## src/rtl/ram_dump_reader.sv

```systemverilog
// Walks the program RAM from FIRST_ADDR to LAST_ADDR (wrapping mod 8) and streams
// each word out over a valid/ready handshake while holding the CPU PC.
module ram_dump_reader #(
  parameter logic [2:0] FIRST_ADDR = 3'b000,
  parameter logic [2:0] LAST_ADDR  = 3'b111
) (
  input  logic        clk,
  input  logic        reset,
  input  logic        start,
  output logic        busy,
  output logic        done,
  output logic        PC_Hold,
  output logic [2:0]  RAM_Read_Address,
  input  logic [10:0] RAM_Read_Data,
  output logic        Dump_Valid,
  input  logic        Dump_Ready,
  output logic [10:0] Dump_Data,
  output logic [2:0]  Dump_Address,
  output logic        Dump_Last
);

  typedef enum logic [2:0] {
    IDLE    = 3'd0,
    ISSUE   = 3'd1,
    CAPTURE = 3'd2,
    SEND    = 3'd3,
    DONE    = 3'd4
  } state_t;

  state_t     state;
  logic [2:0] addr;

  function automatic logic [2:0] next_addr(input logic [2:0] a);
    return a + 3'd1;
  endfunction

  assign PC_Hold = busy;

  always_ff @(posedge clk) begin
    if (reset) begin
      state            <= IDLE;
      addr             <= 3'd0;
      busy             <= 1'b0;
      done             <= 1'b0;
      RAM_Read_Address <= 3'd0;
      Dump_Valid       <= 1'b0;
      Dump_Data        <= 11'd0;
      Dump_Address     <= 3'd0;
      Dump_Last        <= 1'b0;
    end else begin
      done <= 1'b0;
      case (state)
        IDLE: begin
          if (start) begin
            addr             <= FIRST_ADDR;
            RAM_Read_Address <= FIRST_ADDR;
            busy             <= 1'b1;
            state            <= ISSUE;
          end
        end
        // Address is already on the RAM bus; the word arrives during CAPTURE.
        ISSUE: begin
          RAM_Read_Address <= addr;
          state            <= CAPTURE;
        end
        CAPTURE: begin
          Dump_Data    <= RAM_Read_Data;
          Dump_Address <= addr;
          Dump_Last    <= (addr == LAST_ADDR);
          Dump_Valid   <= 1'b1;
          state        <= SEND;
        end
        SEND: begin
          if (Dump_Ready) begin
            Dump_Valid <= 1'b0;
            Dump_Last  <= 1'b0;
            if (addr == LAST_ADDR) begin
              busy  <= 1'b0;
              done  <= 1'b1;
              state <= DONE;
            end else begin
              addr             <= next_addr(addr);
              RAM_Read_Address <= next_addr(addr);
              state            <= ISSUE;
            end
          end
        end
        DONE: begin
          state <= IDLE;
        end
        default: begin
          state <= IDLE;
        end
      endcase
    end
  end

endmodule
```

## config.mk

```make
export PLATFORM = sky130hd
export DESIGN_NAME = ram_dump_reader
export DESIGN_NICKNAME = d
export VERILOG_FILES = /design/src/rtl/ram_dump_reader.sv
export SDC_FILE = /design/constraint.sdc
export NUM_CORES = 1
export LEC_CHECK = 0
export BUFFER_PORTS_ARGS = -buffer_cell sky130_fd_sc_hd__buf_4
export CAP_MARGIN = 0
export CORE_ASPECT_RATIO = 1.2
export CORE_MARGIN = 1.5
export CORE_UTILIZATION = 45
export DETAILED_ROUTE_END_ITERATION = 7
export PLACE_DENSITY = 0.76
export SLEW_MARGIN = 40
export SYNTH_ARGS = -nofsm -noshare
export SYNTH_HDL_FRONTEND = slang
export SYNTH_SLANG_ARGS = --single-unit
```

## constraint.sdc

```tcl
create_clock -name clk -period 2.1 [get_ports clk]
set_clock_uncertainty 0.1 [all_clocks]
set_input_delay 0.21 -clock clk [delete_from_list [all_inputs] [get_ports clk]]
set_output_delay 0.21 -clock clk [all_outputs]
set_load 0.005 [all_outputs]
```

==> results.yml, run 1 <==
clocking:
  cts_tree: "built"
  clk_path_buf_depth: 2
  cts_resized: 0
  post_cts_buffers: 0
  clk-insertion-delay-late_ns: 0.32
  clock-sinks: 27
  cts_buffers: 3
  clk_pin_slew_ns: 0.15
  root_buffer: "clkbuf_4"
  cts_hold_buf: 0
  htree_levels: 1
grt:
  grt_overflow: 0
  grt_pass1_vias: 864
  grt_max_degree: 30
  grt_pass1_wl_um: 3710
  antenna_found_initial: 0
  track_usage_pct: 15.7
synth:
  synth_area_leaders: "dfxtp_1, nand2_1, a21oi_1"
  ys_ff_latch: 27
  seq_area_frac_synth_pct: 45.9
  yosys_warnings: 0
  syn_inst: 132
  synth_largest_area_cell: "dfxtp_1"
  syn_avg_cell_area_um2: 8.93
  synth_area_um2: 1180
  synth.lib_cells_used.distinct: 35
  yosysTopAreaCellShare_pct: 45.9
  syn_nets: 150
sta:
  fin_tns_setup_ns: 0
  fin_crit_sh_pct: 82.1
  slew_viol_final: 0
  grt_setup_unrepaired: "false"
  worst_slew_pin_slew_ns: 0.647
  hold_viol_final: 0
  clock.fmax_ghz: 0.580
  relSlewSlack_pct: 56.8
  setup_violations: 0
  fin_crit_ns: 1.72
route:
  totalWireLength_um: 2250
  wl_met1_um: 1050
  top_layer: "met4"
  ant_nets: 0
  post_drt_wl_per_cell_um: 11.5
  wl_met3_um: 101
  dr.pass1.iters: 4
  vias: 970
  drcViolationCount: 0
  dr_wl_met2_um: 1100
  avgViaCountPerCell: 4.97
  drt_iter0_markers: 14
setup_path:
  cp-start-kind: "flip-flop"
  criticalPathCategory: "flip-flop to flip-flop"
  cp.required_ns: 2.25
  arrival_ns: 1.87
  cp-end-kind: "flip-flop"
  path_max_fanout: 16
flow_run:
  maxCapViolations: 0
hold_path:
  hp-class: "primary input to flip-flop"
cells_and_area:
  stdcell_count: 195
  area_growth_pct: 22.8
  fin_nets: 181
  diodes: 0
  fill_cells: 228
  fin_area_um2: 1450
  drive_gt1_share_pct: 26.5
place:
  dp_hpwl_um: 1590
  globalplace.congestion: 0.807
  dpl_cell_area_um2: 1420
  io_buffer_count: 36
  dp.cells: 191
power:
  total_power_w: 0.000923
  vdd_ir_drop_max_mv: 0.391
  p_per_area_nw_per_um2: 637
  p_leak_nw: 0.604
floorplan:
  die_x_um: 49.7
  num_io_pins: 37
  num_rows: 20
  initial_utilization_pct: 47.1
  dieArea_um2: 2940
  die_h_um: 59.1
  coreArea_um2: 2500
status:
  outcome: "finished, final reports clean"
stage by stage:
stage	hold WS [ns]	worst slack, ns	util [%]
3_3_place_gp	0.342	0.423	56.8
2_1_floorplan	0.246	0.628	-
5_1_grt	0.00196	0.193	57.9
6_report	0.0181	0.376	57.9
4_1_cts	0.0194	0.369	57.9
3_5_place_dp	0.347	0.400	56.8
power breakdown:
group	switching, W	internal (W)
Clock	0.000147	0.0000711
Sequential	0.0000255	0.000535
Combinational	0.0000656	0.0000785
Total	0.000238	0.000685
kinds of logic (layout without fill, tap and decap cells):
group	count (synthesis)	in the layout	synth area share [%]
AND/OR/NAND/NOR	58	58	26.0
buffers and inverters	12	42	6.58
adder cells (fa/ha/maj)	3	3	3.19
multiplexers	5	5	4.46
AO/OA/AOI/OAI	26	26	13.2
flip-flops	27	27	45.9
XOR/XNOR	1	1	0.743
critical path: stages, from the launching register on:
cell     delay (ns)
dfxtp_1        0.64
nor3b_4        0.65
nand2_1        0.13
a21oi_1        0.14
synth_stat cells:
cell       instances
nand2_1           33
dfxtp_1           27
a21oi_1           17
nand2b_1           6
buf_6              3
clkbuf_1           3
ha_1               3
mux2i_1            3
nor2_1             3
o2bb2ai_1          3
buf_2              2
buf_4              2
mux2_1             2
nand3b_1           2
nor4b_1            2
or3b_1             2
a21o_1             1
a2bb2oi_1          1
a311oi_1           1
a31oi_1            1
and3_1             1
inv_1              1
inv_2              1
nand3_1            1
nand4b_1           1
nor2b_1            1
nor3_1             1
nor3b_1            1
nor3b_4            1
nor4_1             1
nor4_2             1
o21ai_1            1
o21bai_1           1
or2b_1             1
xor2_1             1
flip-flops by register name (all words and copies together) (netlist names):
name              cells
Dump_Data            11
Dump_Address          3
RAM_Read_Address      3
addr                  3
state                 3
Dump_Last             1
Dump_Valid            1
PC_Hold               1
done                  1
layer usage:
metal	global-route usage, %	vias up
met4	4.76	0
met3	2.53	2
met1	20.2	440
met2	27.2	21
met5	0	-
li1	-	507
placed cells by master (no fill, tap or decap), types with 2 or more instances in the layout:
cell       synthesis  layout
a21oi_1           17      17
buf_4              2      36
clkbuf_4           0       3
dfxtp_1           27      27
ha_1               3       3
mux2_1             2       2
mux2i_1            3       3
nand2_1           33      33
nand2b_1           6       6
nand3b_1           2       2
nor2_1             3       3
nor4b_1            2       2
o2bb2ai_1          3       3
or3b_1             2       2
final cells by class:
cell class | instances | area (µm²) | area share [%]
Multi-Input combinational cell | 93 | 561 | 38.7
Sequential cell | 27 | 541 | 37.3
Timing Repair Buffer | 36 | 270 | 18.7
Tap cell | 33 | 41.3 | 2.85
Clock buffer | 3 | 22.5 | 1.56
Inverter | 2 | 7.51 | 0.519
Clock inverter | 1 | 5.00 | 0.346
final timing paths:
check,start,endpoint,slack (ns),cells after the start
worst max-delay path,state[1]$_SDFFE_PP0P_,Dump_Last$_SDFFE_PP0P_,0.38,3
worst min-delay path,RAM_Read_Data[1],Dump_Data[1]$_SDFFE_PP0P_,0.02,3
worst max register to register,state[1]$_SDFFE_PP0P_,Dump_Last$_SDFFE_PP0P_,0.38,3
worst min register to register,Dump_Data[7]$_SDFFE_PP0P_,Dump_Data[7]$_SDFFE_PP0P_,0.37,2
Note: power is estimated with default switching activity, not from simulation.
==> run 2, diff against run 1 <==
ABC_AREA = 1   (was default)
PLACE_DENSITY = 0.78   (was 0.76)
clock period = 1.55 ns   (was 2.1 ns; I/O delays follow)
==> run 2 against run 1 <==
Register-to-register slack got worse by 0.26 ns; clock-buffer cell count did not move; sequential power rose by 51%; first-iteration DRC count rose to 3.1 times the previous value; worst hold slack improved by 0.013 ns; area after synthesis rose by 3.1%; clock power rose by 41%; global-route usage rose by 6.5 points; core utilization rose by 7.7 points; critical path depth rose by 5; power rose by 85%; cell count rose by 23%; critical path type unchanged; largest cell class unchanged.
==> results.yml, run 2 <==
grt:
  grt_pass1_vias: 1229
  antenna_found_initial: 0
  grt_max_degree: 21
  grt_overflow: 0
  grt_pass1_wl_um: 5040
  track_usage_pct: 22.2
hold_path:
  hold_start: "reset"
  hp-class: "primary input to flip-flop"
  hold_depth: 2
  holdPathEnd: "Dump_Data[2]$_SDFFE_PP0P_"
floorplan:
  die_h_um: 59.9
  num_io_pins: 37
  initial_utilization_pct: 47.6
  dieArea_um2: 3020
  coreArea_um2: 2550
  num_rows: 20
  die_x_um: 50.4
cells_and_area:
  layout_commonest_cell: "buf_4"
  diodes: 0
  stdcell_count: 239
  largest_reg_flops: 11
  regMostFlops: "Dump_Data"
  layout_common_cells: "buf_4, nand2_1, dfxtp_1"
  area_growth_pct: 37.8
  drive_gt1_share_pct: 34.5
  fin_nets: 225
  fill_cells: 241
sta:
  fin_crit_sh_pct: 92.2
  grt_setup_unrepaired: "false"
  fin_ws_ns: 0.121
  worst_slew_pin_slew_ns: 0.271
  setup_violations: 0
  slew_viol_final: 0
  fin_crit_ns: 1.43
  fin_tns_setup_ns: 0
  clock.fmax_ghz: 0.700
  relSlewSlack_pct: 81.7
  hold_viol_final: 0
setup_path:
  path_max_fanout: 6
  criticalPathCategory: "flip-flop to flip-flop"
  cp-start-kind: "flip-flop"
  reg2reg_slack_ns: 0.12
  r2r-start: "addr[0]$_SDFFE_PP0P_"
  r2r_end: "RAM_Read_Address[2]$_SDFFE_PP0P_"
  arrival_ns: 1.59
  max_stage_delay_ns: 0.37
  cp_slowest_cell: "dfxtp_2"
  rr_worst_depth: 8
  cp-end-kind: "flip-flop"
  path_cells: "ha_2 > ha_2 > nand2_4 > nand2_1 > nor2_4 > nand2_1 > nand2_1 > nor2_1"
  cp.required_ns: 1.71
  crit_top_cell: "nand2_1"
clocking:
  clk-insertion-delay-late_ns: 0.33
  htree_levels: 1
  cts_tree: "built"
  cts_buffers: 3
  clk_pin_slew_ns: 0.15
  clock-sinks: 27
  clk_path_buf_depth: 2
  root_buffer: "clkbuf_4"
synth:
  syn_inst: 158
  synth_area_leaders: "dfxtp_1, nand2_1, a21oi_1"
  ys.flop_type: "dfxtp_1"
  synth_compound_area_share_pct: 9.99
  synth_top_family_by_area: "simple AND/OR/NAND/NOR gates"
  synth_area_um2: 1210
  yosysTopAreaCellShare_pct: 44.5
  synth.lib_cells_used.distinct: 21
  seq_area_frac_synth_pct: 44.5
  synthXorXnorAreaFrac_pct: 0
  synthSimpleGateAreaFrac_pct: 36.1
  async_flop_share_pct: 0
  ys_ff_latch: 27
  yosys-mux-area-fraction_pct: 0
  synthMostInstantiatedCell: "nand2_1"
  synth_largest_area_cell: "dfxtp_1"
  synth_edf_count: 0
  syn_nets: 176
  synthAdderAreaFrac_pct: 3.09
  syn_avg_cell_area_um2: 7.69
  synthTopCellsByCount: "nand2_1, dfxtp_1, a21oi_1"
  yosys_warnings: 0
route:
  vias: 1210
  avgViaCountPerCell: 5.06
  totalWireLength_um: 3110
  dr.pass1.iters: 4
  drt_iter0_markers: 43
  post_drt_wl_per_cell_um: 13.0
  drcViolationCount: 0
  ant_nets: 0
power:
  vdd_ir_drop_max_mv: 0.794
  p_leak_nw: 0.777
  total_power_w: 0.00170
  p_per_area_nw_per_um2: 1020
place:
  dp.cells: 224
  io_buffer_count: 36
  dp_hpwl_um: 2070
  post-place-ws_ns: 0.0453
  globalplace.congestion: 0.845
status:
  outcome: "finished, final reports clean"
flow_run:
  maxCapViolations: 0
[run 2: changes by cell type after synthesis, moves of 4 or more]
cell	before	now
nand3_1	1	17
nor2_1	3	14
inv_1	1	7
nand2b_1	6	0
o21ai_0	0	5
inv_2	1	5
nand2_1	33	37
nand2_2	0	4
nand2_4	0	4
[run 2: routing by layer]
layer	track usage, %	routed length, µm
met1	23.5	1230
met2	43.4	1670
met3	2.75	134
met4	10.0	74
met5	0	0
[run 2: cell type report]
class	instances	area, µm²	area share [%]
multi-input cells	113	611	36.5
flip-flops and latches	27	547	32.7
repair buffers	50	403	24.1
inverters	12	45.0	2.69
well taps	33	41.3	2.47
clock buffers	3	22.5	1.35
clock inverters	1	5.00	0.299
[run 2: cell families (layout without fill, tap and decap cells)]
group | count (synthesis) | after routing
AO/OA/AOI/OAI | 24 | 24
adder cells (fa/ha/maj) | 3 | 3
buffers and inverters | 18 | 66
flip-flops | 27 | 27
AND/OR/NAND/NOR | 86 | 86
[run 2: critical path, delay by kind of cell (launching register included)]
kind | cells | cell delay [ns]
adders and majority gates | 2 | 0.38
DFF | 1 | 0.37
and+or+nand+nor | 6 | 0.50
[run 2: through the flow]
stage / hold WS (ns) / utilization (%) / instance area (µm²)
floorplan: 0.220 / - / 1210
global placement: 0.336 / 59.5 / 1520
detailed placement: 0.345 / 59.5 / 1520
CTS: 0.0248 / 64.9 / 1660
global route: 0.0352 / 65.6 / 1670
finish: 0.0310 / 65.6 / 1670
[run 2: report_power, final]
group          total (W)  internal, W  switching [W]
Clock           0.000308    0.0000969       0.000211
Combinational   0.000550     0.000249       0.000301
Sequential      0.000846     0.000778      0.0000680
Total            0.00170      0.00112       0.000580
[run 2: worst max-delay path by stage]
stage          slack (ns)                          endpoint            startpoint  cells after the start
3_3_place_gp         0.11  RAM_Read_Address[1]$_SDFFE_PP0P_  addr[0]$_SDFFE_PP0P_                      8
4_1_cts              0.02  RAM_Read_Address[2]$_SDFFE_PP0P_  addr[0]$_SDFFE_PP0P_                      8
6_report             0.12  RAM_Read_Address[2]$_SDFFE_PP0P_  addr[0]$_SDFFE_PP0P_                      8
3_5_place_dp         0.05  RAM_Read_Address[2]$_SDFFE_PP0P_  addr[0]$_SDFFE_PP0P_                      8
5_1_grt             0.008             state[0]$_SDFFE_PP0P_  addr[0]$_SDFFE_PP0P_                      5
2_1_floorplan        0.15  RAM_Read_Address[0]$_SDFFE_PP0P_  addr[0]$_SDFFE_PP0P_                      8
[run 2: repair_timing]
item	4_1_cts	5_1_grt
hold buffers	11	0
gates resized for setup	0	9
buffers inserted	0	0
endpoints found under the setup margin	0	7
hold endpoints to repair	11	0
